**src/rtl/vproc_pkg.sv**
```systemverilog
// Shared definitions for the vector register bank write controller:
// arbiter state encoding, element width and flat element-strobe indexing.
package vproc_pkg;

  localparam int DW = 8;

  typedef enum logic [1:0] {
    ST_IDLE  = 2'd0,
    ST_BURST = 2'd1,
    ST_DONE  = 2'd2
  } arb_state_e;

  // Flat bit position of element e inside register r of a bank with vlen elements.
  function automatic int unsigned elem_index(input int unsigned r,
                                             input int unsigned e,
                                             input int unsigned vlen);
    return r * vlen + e;
  endfunction

endpackage

```
**src/rtl/vreg_write_arb_rr_arb2.sv**
```systemverilog
// Two-way round-robin arbiter: combinational one-hot grant, with a priority
// pointer that moves to the other requester whenever a tenure ends.
module rr_arb2 (
  input  logic       clk,
  input  logic       reset,
  input  logic [1:0] req,
  input  logic       advance,
  input  logic       last_id,
  output logic [1:0] gnt
);

  logic ptr_q, ptr_d;

  always_comb begin
    ptr_d = ptr_q;
    if (advance) ptr_d = ~last_id;
  end

  always_ff @(posedge clk or posedge reset) begin
    if (reset) ptr_q <= 1'b0;
    else       ptr_q <= ptr_d;
  end

  always_comb begin
    gnt = 2'b00;
    unique case (req)
      2'b01:   gnt = 2'b01;
      2'b10:   gnt = 2'b10;
      2'b11:   gnt = ptr_q ? 2'b10 : 2'b01;
      default: gnt = 2'b00;
    endcase
  end

endmodule

```
**src/rtl/vreg_write_arb.sv**
```systemverilog
// Whole-vector burst write arbiter for the vector register bank (ALU vs load).
// Optional per-requester completed-burst counters under VREG_ARB_PERF_EN.
module vreg_write_arb
  import vproc_pkg::*;
#(
  parameter  int NREG = 4,
  parameter  int VLEN = 8,
  localparam int AW   = (NREG > 1) ? $clog2(NREG) : 1
) (
  input  logic                 clk,
  input  logic                 reset,
  input  logic                 req0,
  input  logic [AW-1:0]        addr0,
  input  logic [DW-1:0]        data0,
  input  logic                 valid0,
  output logic                 ready0,
  input  logic                 req1,
  input  logic [AW-1:0]        addr1,
  input  logic [DW-1:0]        data1,
  input  logic                 valid1,
  output logic                 ready1,
  output logic                 done0,
  output logic                 done1,
  output logic                 busy,
`ifdef VREG_ARB_PERF_EN
  output logic [15:0]          grants0,
  output logic [15:0]          grants1,
`endif
  output logic [DW-1:0]        din,
  output logic [NREG*VLEN-1:0] ld
);

  localparam int CW = (VLEN > 1) ? $clog2(VLEN) : 1;
  localparam int LW = NREG * VLEN;

  arb_state_e    state_q, state_d;
  logic          owner_q, owner_d;
  logic [AW-1:0] addr_q,  addr_d;
  logic [CW-1:0] cnt_q,   cnt_d;
  logic [DW-1:0] din_q,   din_d;
  logic [LW-1:0] ld_q,    ld_d;

  logic [1:0]    gnt;
  logic          advance;
  logic          req_own, valid_own;
  logic [DW-1:0] data_own;

  rr_arb2 u_rr (
    .clk    (clk),
    .reset  (reset),
    .req    ({req1, req0}),
    .advance(advance),
    .last_id(owner_q),
    .gnt    (gnt)
  );

  assign req_own   = owner_q ? req1   : req0;
  assign valid_own = owner_q ? valid1 : valid0;
  assign data_own  = owner_q ? data1  : data0;

  always_comb begin
    state_d = state_q;
    owner_d = owner_q;
    addr_d  = addr_q;
    cnt_d   = cnt_q;
    din_d   = din_q;
    ld_d    = '0;
    ready0  = 1'b0;
    ready1  = 1'b0;
    done0   = 1'b0;
    done1   = 1'b0;
    busy    = 1'b0;
    advance = 1'b0;

    unique case (state_q)
      ST_IDLE: begin
        if (|gnt) begin
          owner_d = gnt[1];
          addr_d  = gnt[1] ? addr1 : addr0;
          cnt_d   = '0;
          state_d = ST_BURST;
        end
      end
      ST_BURST: begin
        busy   = 1'b1;
        ready0 = ~owner_q;
        ready1 = owner_q;
        if (valid_own) begin
          // Beat lands on the bus one cycle later; out-of-range targets write nothing.
          din_d = data_own;
          if (int'(addr_q) < NREG)
            ld_d = LW'(1) << elem_index(32'(addr_q), 32'(cnt_q), VLEN);
          if (cnt_q == CW'(VLEN - 1)) state_d = ST_DONE;
          else                        cnt_d   = cnt_q + CW'(1);
        end else if (!req_own) begin
          state_d = ST_IDLE;
          advance = 1'b1;
        end
      end
      ST_DONE: begin
        busy    = 1'b1;
        done0   = ~owner_q;
        done1   = owner_q;
        advance = 1'b1;
        state_d = ST_IDLE;
      end
      default: state_d = ST_IDLE;
    endcase
  end

  always_ff @(posedge clk or posedge reset) begin
    if (reset) begin
      state_q <= ST_IDLE;
      owner_q <= 1'b0;
      addr_q  <= '0;
      cnt_q   <= '0;
      din_q   <= '0;
      ld_q    <= '0;
    end else begin
      state_q <= state_d;
      owner_q <= owner_d;
      addr_q  <= addr_d;
      cnt_q   <= cnt_d;
      din_q   <= din_d;
      ld_q    <= ld_d;
    end
  end

  assign din = din_q;
  assign ld  = ld_q;

`ifdef VREG_ARB_PERF_EN
  logic [15:0] grants0_q, grants0_d;
  logic [15:0] grants1_q, grants1_d;

  // One increment per DONE cycle; saturate rather than wrap.
  always_comb begin
    grants0_d = grants0_q;
    grants1_d = grants1_q;
    if (state_q == ST_DONE) begin
      if (!owner_q && grants0_q != 16'hFFFF) grants0_d = grants0_q + 16'd1;
      if ( owner_q && grants1_q != 16'hFFFF) grants1_d = grants1_q + 16'd1;
    end
  end

  always_ff @(posedge clk or posedge reset) begin
    if (reset) begin
      grants0_q <= '0;
      grants1_q <= '0;
    end else begin
      grants0_q <= grants0_d;
      grants1_q <= grants1_d;
    end
  end

  assign grants0 = grants0_q;
  assign grants1 = grants1_q;
`endif

endmodule
```
**config.mk**
```make
export PLATFORM = sky130hd
export DESIGN_NAME = vreg_write_arb
export DESIGN_NICKNAME = d
export VERILOG_FILES = /design/src/rtl/vproc_pkg.sv /design/src/rtl/vreg_write_arb_rr_arb2.sv /design/src/rtl/vreg_write_arb.sv
export SDC_FILE = /design/constraint.sdc
export NUM_CORES = 1
export LEC_CHECK = 0
export ABC_AREA = 1
export CORE_UTILIZATION = 49
export DETAILED_ROUTE_END_ITERATION = 8
export PLACE_DENSITY = 0.85
export SLEW_MARGIN = 10
export SYNTH_ARGS = -nofsm -noshare
export SYNTH_HDL_FRONTEND = slang
export SYNTH_SLANG_ARGS = --single-unit
```
**constraint.sdc**
```tcl
create_clock -name clk -period 2.4 [get_ports clk]
set_input_delay 0.48 -clock clk [delete_from_list [all_inputs] [get_ports clk]]
set_output_delay 0.48 -clock clk [all_outputs]
set_load 0.05 [all_outputs]
```
==> results of run 1 <==
-- layout by cell type, fill, tap and decap left out --
cell type	count
a31oi_1	8
buf_12	1
buf_4	6
clkbuf_8	5
clkdlybuf4s50_1	65
clkinv_2	1
clkinvlp_4	1
dfrtp_1	49
dlymetal6s2s_1	1
ha_1	9
inv_1	18
inv_2	2
inv_6	1
nand2_1	47
nand2_2	1
nand2_4	3
nand3_1	18
nand4_1	3
nor2_1	38
nor2_2	4
nor2_8	1
o21ai_0	12
or2_2	1
-- power by group through the flow --
stage | logic (uW) | clock network (uW) | registers, uW
floorplan | 853 | 0 | 1390
CTS | 1540 | 502 | 1100
detailed placement | 1540 | 0 | 1110
global route | 1660 | 534 | 1120
global placement | 1500 | 0 | 1110
finish | 1530 | 489 | 1100
-- cell type report --
type | count | area, um^2 | share of cell area, %
multi-input combinational | 145 | 742 | 25.4
tap | 50 | 62.6 | 2.14
clock inverter | 3 | 21.3 | 0.727
inverter | 20 | 75.1 | 2.57
clock buffer | 5 | 68.8 | 2.35
timing repair buffer | 73 | 728 | 24.9
sequential | 49 | 1230 | 41.9
-- routing by layer --
layer	part of all wire, %	global-route usage, %
met5	0	0
met4	2.7	9.31
met3	3.6	4.73
met2	51	37.5
met1	43	27.7
-- critical path, stage by stage, from the launching register on --
cell and delay, ns:
dfrtp_1 0.41, inv_1 0.09, ha_1 0.30, inv_1 0.20, nor2_1 0.21, buf_12 0.17
-- cell families after synthesis --
group	count (synthesis)	share of synthesized area, %
fa+ha+maj	9	5.32
compound gates	20	5.20
flops	49	58.0
buf+inv	29	6.98
simple gates	116	24.5
-- per-stage QoR --
stage | hold slack (ns) | util [%] | power [uW]
after floorplan | 0.436 | - | 2240
after global placement | 0.483 | 69.3 | 2600
after detailed placement | 0.481 | 69.3 | 2650
after CTS | 0.344 | 71.5 | 3130
after global routing | 0.339 | 71.6 | 3310
final | 0.343 | 71.6 | 3120
-- how the worst max path moves through the flow --
| stage | slack [ns] | startpoint | end | cells past startpoint |
|---|---|---|---|---|
| 2_1_floorplan | 0.44 | state_q[1] | ready0 | 5 |
| 3_3_place_gp | 0.42 | state_q[0] | done1 | 5 |
| 3_5_place_dp | 0.36 | state_q[0] | done1 | 5 |
| 4_1_cts | 0.02 | state_q[0] | done1 | 5 |
| 5_1_grt | 0.16 | state_q[1] | ready0 | 5 |
| 6_report | 0.25 | state_q[1] | ready0 | 5 |
-- sequential cells by signal, summed over array words and instances, names as in the netlist --
| name | flops |
|---|---|
| din | 8 |
| ld | 32 |
| cnt_q | 3 |
| owner_q | 1 |
| u_rr.ptr_q | 1 |
| addr_q | 2 |
| state_q | 2 |
-- timing repair --
item,CTS,global route
hold endpoints to repair,0,0
endpoints found under the setup margin,0,1
gates resized for setup,0,1
buffers inserted,0,0
==> summary.txt, run 1 <==
Floorplanning
  – Die X: 67.7 um
  – Core area: 4090 um^2
  – Die Y: 67.7 um
  – I/O pin count: 71
  – Initial Utilization: 51.8%
  – Total die area: 4580 um^2
  – Cell Rows: 23

Route
  – Post-Route WL: 4540 um
  – DRC Markers: 0
  – Wirelength per Cell: 13.2 um
  – 1st-iter DRT viols: 88
  – Pre-antenna DRT Iters: 4
  – Post-detailed-route via-to-cell ratio: 4.92
  – Routed Antenna Nets: 0
  – Total number of vias: 1697

Timing
  – RSZ-0062 raised after global routing: no
  – Worst Slack Setup Final: 0.247 ns
  – Final slew viol count: 0
  – Hold Fails Final Rpt: 0
  – Fin crit period: 2.15 ns
  – Slew headroom: 65.6%
  – Fmax: 0.465 GHz
  – Max Clock Skew: 0.00466 ns
  – Worst-Margin Slew: 0.514 ns
  – Final setup vio count: 0
  – Setup total negative slack: 0 ns
  – Final period util: 89.7%

GRT
  – Vias in the first global route: 1622
  – First-pass GRT wire length: 7400 um
  – Largest net degree at the start of global routing: 26
  – Gr usage total: 22.4%
  – Initial antenna violation count: 0
  – Gr ovfl total: 0

Power
  – Sequential power share: 35.2%
  – PD cells: 1070 nW/um^2
  – Worst vdd ir: 0.000921 V
  – Combinational Power Share: 49.1%
  – Pleak: 0.00138 uW
  – Clock power share: 15.7%
  – Switching portion of total power: 46.3%
  – Cell-internal power: 1670 uW
  – Switching power: 1440 uW

Place
  – HPWL Detailed: 3460 um
  – Gpl congestion: 0.791
  – Cell total after placement: 337
  – Placed inst area: 2830 um^2
  – Port buffer count: 70
  – Setup WS pre-CTS: 0.359 ns

Clock tree
  – Clock buffer depth: 2
  – Clock root buffer: clkbuf_8
  – Sink Count: 49
  – CTS tree: done
  – Clock-pin slew on the worst setup and hold paths: 0.09 ns
  – CTS Buf Count: 5
  – Worst-skew pair later-pin latency: 0.31 ns
  – Post-CTS Hold Fix Bufs: 0
  – CTS H-tree lvls: 2

Job
  – Number of max-cap violations: 0

Synth
  – Number of synthesized flops with an enable pin: 0
  – Netlist Area Pre-Place: 2120 um^2
  – Synth async-reset ratio: 100%
  – Yosys warnings: 0
  – Syn nets: 258
  – Synth area leaders: dfrtp_1 (58%), nand2_1 (8.3%), nor2_1 (6.7%)
  – Syn Inst Count: 223
  – Synth top area share: 58.0%
  – Mapped Avg Cell Area: 9.49 um^2
  – Most frequent cell after synthesis: dfrtp_1
  – Largest area contributor in the netlist: dfrtp_1
  – Synth Register Bits: 49
  – Register area share after synthesis: 58.0%
  – Top FF cell, synth: dfrtp_1
  – Yosys cell types: 18
  – Commonest cells in the synthesized netlist: dfrtp_1 (49), nand2_1 (47), nor2_1 (38)

Finish
  – Layout area overhead: 38.2%
  – Fin nets: 329
  – Fin cells: 345
  – Antenna cells: 0
  – Final instance area: 2920 um^2
  – Layout cells sized above 1: 9.15%
  – Fill cell count: 323

Critical path
  – Max FO, Critical Path: 8
  – Critical path type: flop to output port
  – Worst R2R End: ld[23]
  – Cells on worst reg2reg path: 6
  – Worst R2R Start: state_q[1]
  – Startpoint types: flop
  – Critical path arrival: 1.67 ns
  – R2R Setup Slk: 0.68 ns
  – Crit path capture type: output port
  – CP required: 1.92 ns

Min path
  – Path category of the worst min-delay check: input pin to async pin

Run status
  – Outcome: finished clean
Note: power is estimated with default switching activity, not from simulation.
==> run 2, diff against run 1 <==
CORE_UTILIZATION = 40   (was 49)
CTS_CLUSTER_SIZE = 40   (was default)
PLACE_DENSITY = 0.74   (was 0.85)
clock period = 1.73 ns   (was 2.4 ns; I/O delays follow)
==> run 2 against run 1 <==
Against the previous run: via count is 0.47% higher; flip-flop and latch count stayed put; non-clock buffer count is 8 higher; worst setup slack worse by 0.23 ns; first-iteration DRC count is 42% lower; critical path type unchanged.
==> summary.txt, run 2 (synthesis results as in run 1) <==
Timing
  – Max Clock Skew: 0.0104 ns
  – Slew headroom: 63.7%
  – Worst-Margin Slew: 0.539 ns
  – Fmax: 0.586 GHz
  – Worst Slack Setup Final: 0.0221 ns
  – Fin crit period: 1.71 ns
  – Final setup vio count: 0
  – Setup total negative slack: 0 ns
  – Hold slack: 0.385 ns
  – Final period util: 98.7%
  – Hold Fails Final Rpt: 0
  – RSZ-0062 raised after global routing: yes
  – Final slew viol count: 0

Floorplanning
  – Die Y: 74.7 um
  – Core area: 5110 um^2
  – I/O pin count: 71
  – Total die area: 5580 um^2
  – Cell Rows: 26
  – Die X: 74.7 um
  – Initial Utilization: 41.4%

Critical path
  – Critical path arrival: 1.36 ns
  – Cells on worst reg2reg path: 4
  – Max FO, Critical Path: 5
  – Worst R2R End: cnt_q[2]
  – Critical path type: flop to output port
  – Worst Setup EP: ready1
  – CP required: 1.38 ns
  – Startpoint types: flop
  – Worst Setup SP: state_q[0]
  – R2R Setup Slk: 0.19 ns
  – Crit path capture type: output port
  – Worst R2R Start: cnt_q[2]

Route
  – 1st-iter DRT viols: 51
  – Total number of vias: 1705
  – Pre-antenna DRT Iters: 4
  – Routed Antenna Nets: 0
  – DRC Markers: 0
  – Wirelength per Cell: 11.9 um
  – Post-detailed-route via-to-cell ratio: 4.57
  – Post-Route WL: 4450 um

Place
  – Gpl congestion: 0.778
  – HPWL Detailed: 3310 um
  – Setup WS pre-CTS: 0.0947 ns
  – Port buffer count: 70

GRT
  – Initial antenna violation count: 0
  – Largest net degree at the start of global routing: 50
  – First-pass GRT wire length: 7280 um
  – Vias in the first global route: 1602
  – Gr usage total: 17.8%
  – Gr ovfl total: 0

Finish
  – Max reg flops: 32
  – Layout cells sized above 1: 27.7%
  – Fin nets: 337
  – Most frequent cells in the layout: dfrtp_1 (49), buf_4 (47), nand2_1 (46), nor2_1 (36), clkdlybuf4s50_1 (25)
  – Final core utilization: 59.2%
  – Antenna cells: 0
  – Layout area overhead: 43.0%
  – Most common cell after layout, fill and taps aside: dfrtp_1

Clock tree
  – Worst-skew pair later-pin latency: 0.30 ns
  – Sink Count: 49
  – CTS Buf Count: 5
  – Post-CTS Hold Fix Bufs: 0
  – Clock-pin slew on the worst setup and hold paths: 0.09 ns
  – CTS H-tree lvls: 2
  – CTS tree: done
  – Clock buffer depth: 2
  – Clock root buffer: clkbuf_8

Run status
  – Outcome: finished clean

Job
  – Number of max-cap violations: 0

Power
  – Pleak: 0.00150 uW
  – Final Power: 4560 uW
  – Worst vdd ir: 0.000886 V
  – PD cells: 1510 nW/um^2

Min path
  – Path category of the worst min-delay check: input pin to async pin
-- run 2: metal layers --
metal | vias to the layer above | wire, um | track usage (%)
met5 | - | 0 | 0
met1 | 808 | 1970 | 22.0
met3 | 8 | 143 | 4.55
li1 | 855 | - | -
met2 | 34 | 2260 | 29.9
met4 | 0 | 85 | 7.34
-- run 2: through the flow --
stage	std cells	instance area, um^2
detailed placement	361	2860
global placement	361	2860
floorplan	223	2120
global route	373	3030
finish	373	3030
CTS	369	2960
-- run 2: final cells by class --
| cell class | count | area (um^2) |
|---|---|---|
| fillers | 451 | 2080 |
| flip-flops and latches | 49 | 1230 |
| multi-input cells | 145 | 774 |
| repair buffers | 81 | 766 |
| well taps | 70 | 87.6 |
| clock buffers | 6 | 82.6 |
| inverters | 20 | 75.1 |
| clock inverters | 2 | 13.8 |
-- run 2: report_power, final --
| group | switching, uW | leakage, uW | internal, uW | total (uW) |
|---|---|---|---|---|
| logic | 1460 | 0.000801 | 832 | 2300 |
| clock network | 368 | 0.0000512 | 324 | 692 |
| registers | 216 | 0.000651 | 1360 | 1570 |
| total | 2050 | 0.00150 | 2510 | 4560 |
-- run 2: critical path, cell delays in order, from the launching register on --
cell and delay, ns:
dfrtp_1 0.41, buf_6 0.13, ha_4 0.15, buf_6 0.12, nand2_2 0.06, inv_2 0.05
buf_12 0.14
-- run 2: worst min-delay path by stage --
stage,startpoint,endpoint
finish,reset,din[0]
global placement,u_rr.ptr_q,u_rr.ptr_q
floorplan,u_rr.ptr_q,u_rr.ptr_q
CTS,reset,din[0]
global route,reset,cnt_q[1]
detailed placement,u_rr.ptr_q,u_rr.ptr_q
-- run 2: what timing repair did --
| action | 4_1_cts | 5_1_grt |
|---|---|---|
| cloned | 0 | 0 |
| endpoints found under the setup margin | 3 | 3 |
| setup buffers | 0 | 4 |
| pin swaps | 0 | 1 |
| resized for setup | 1 | 10 |
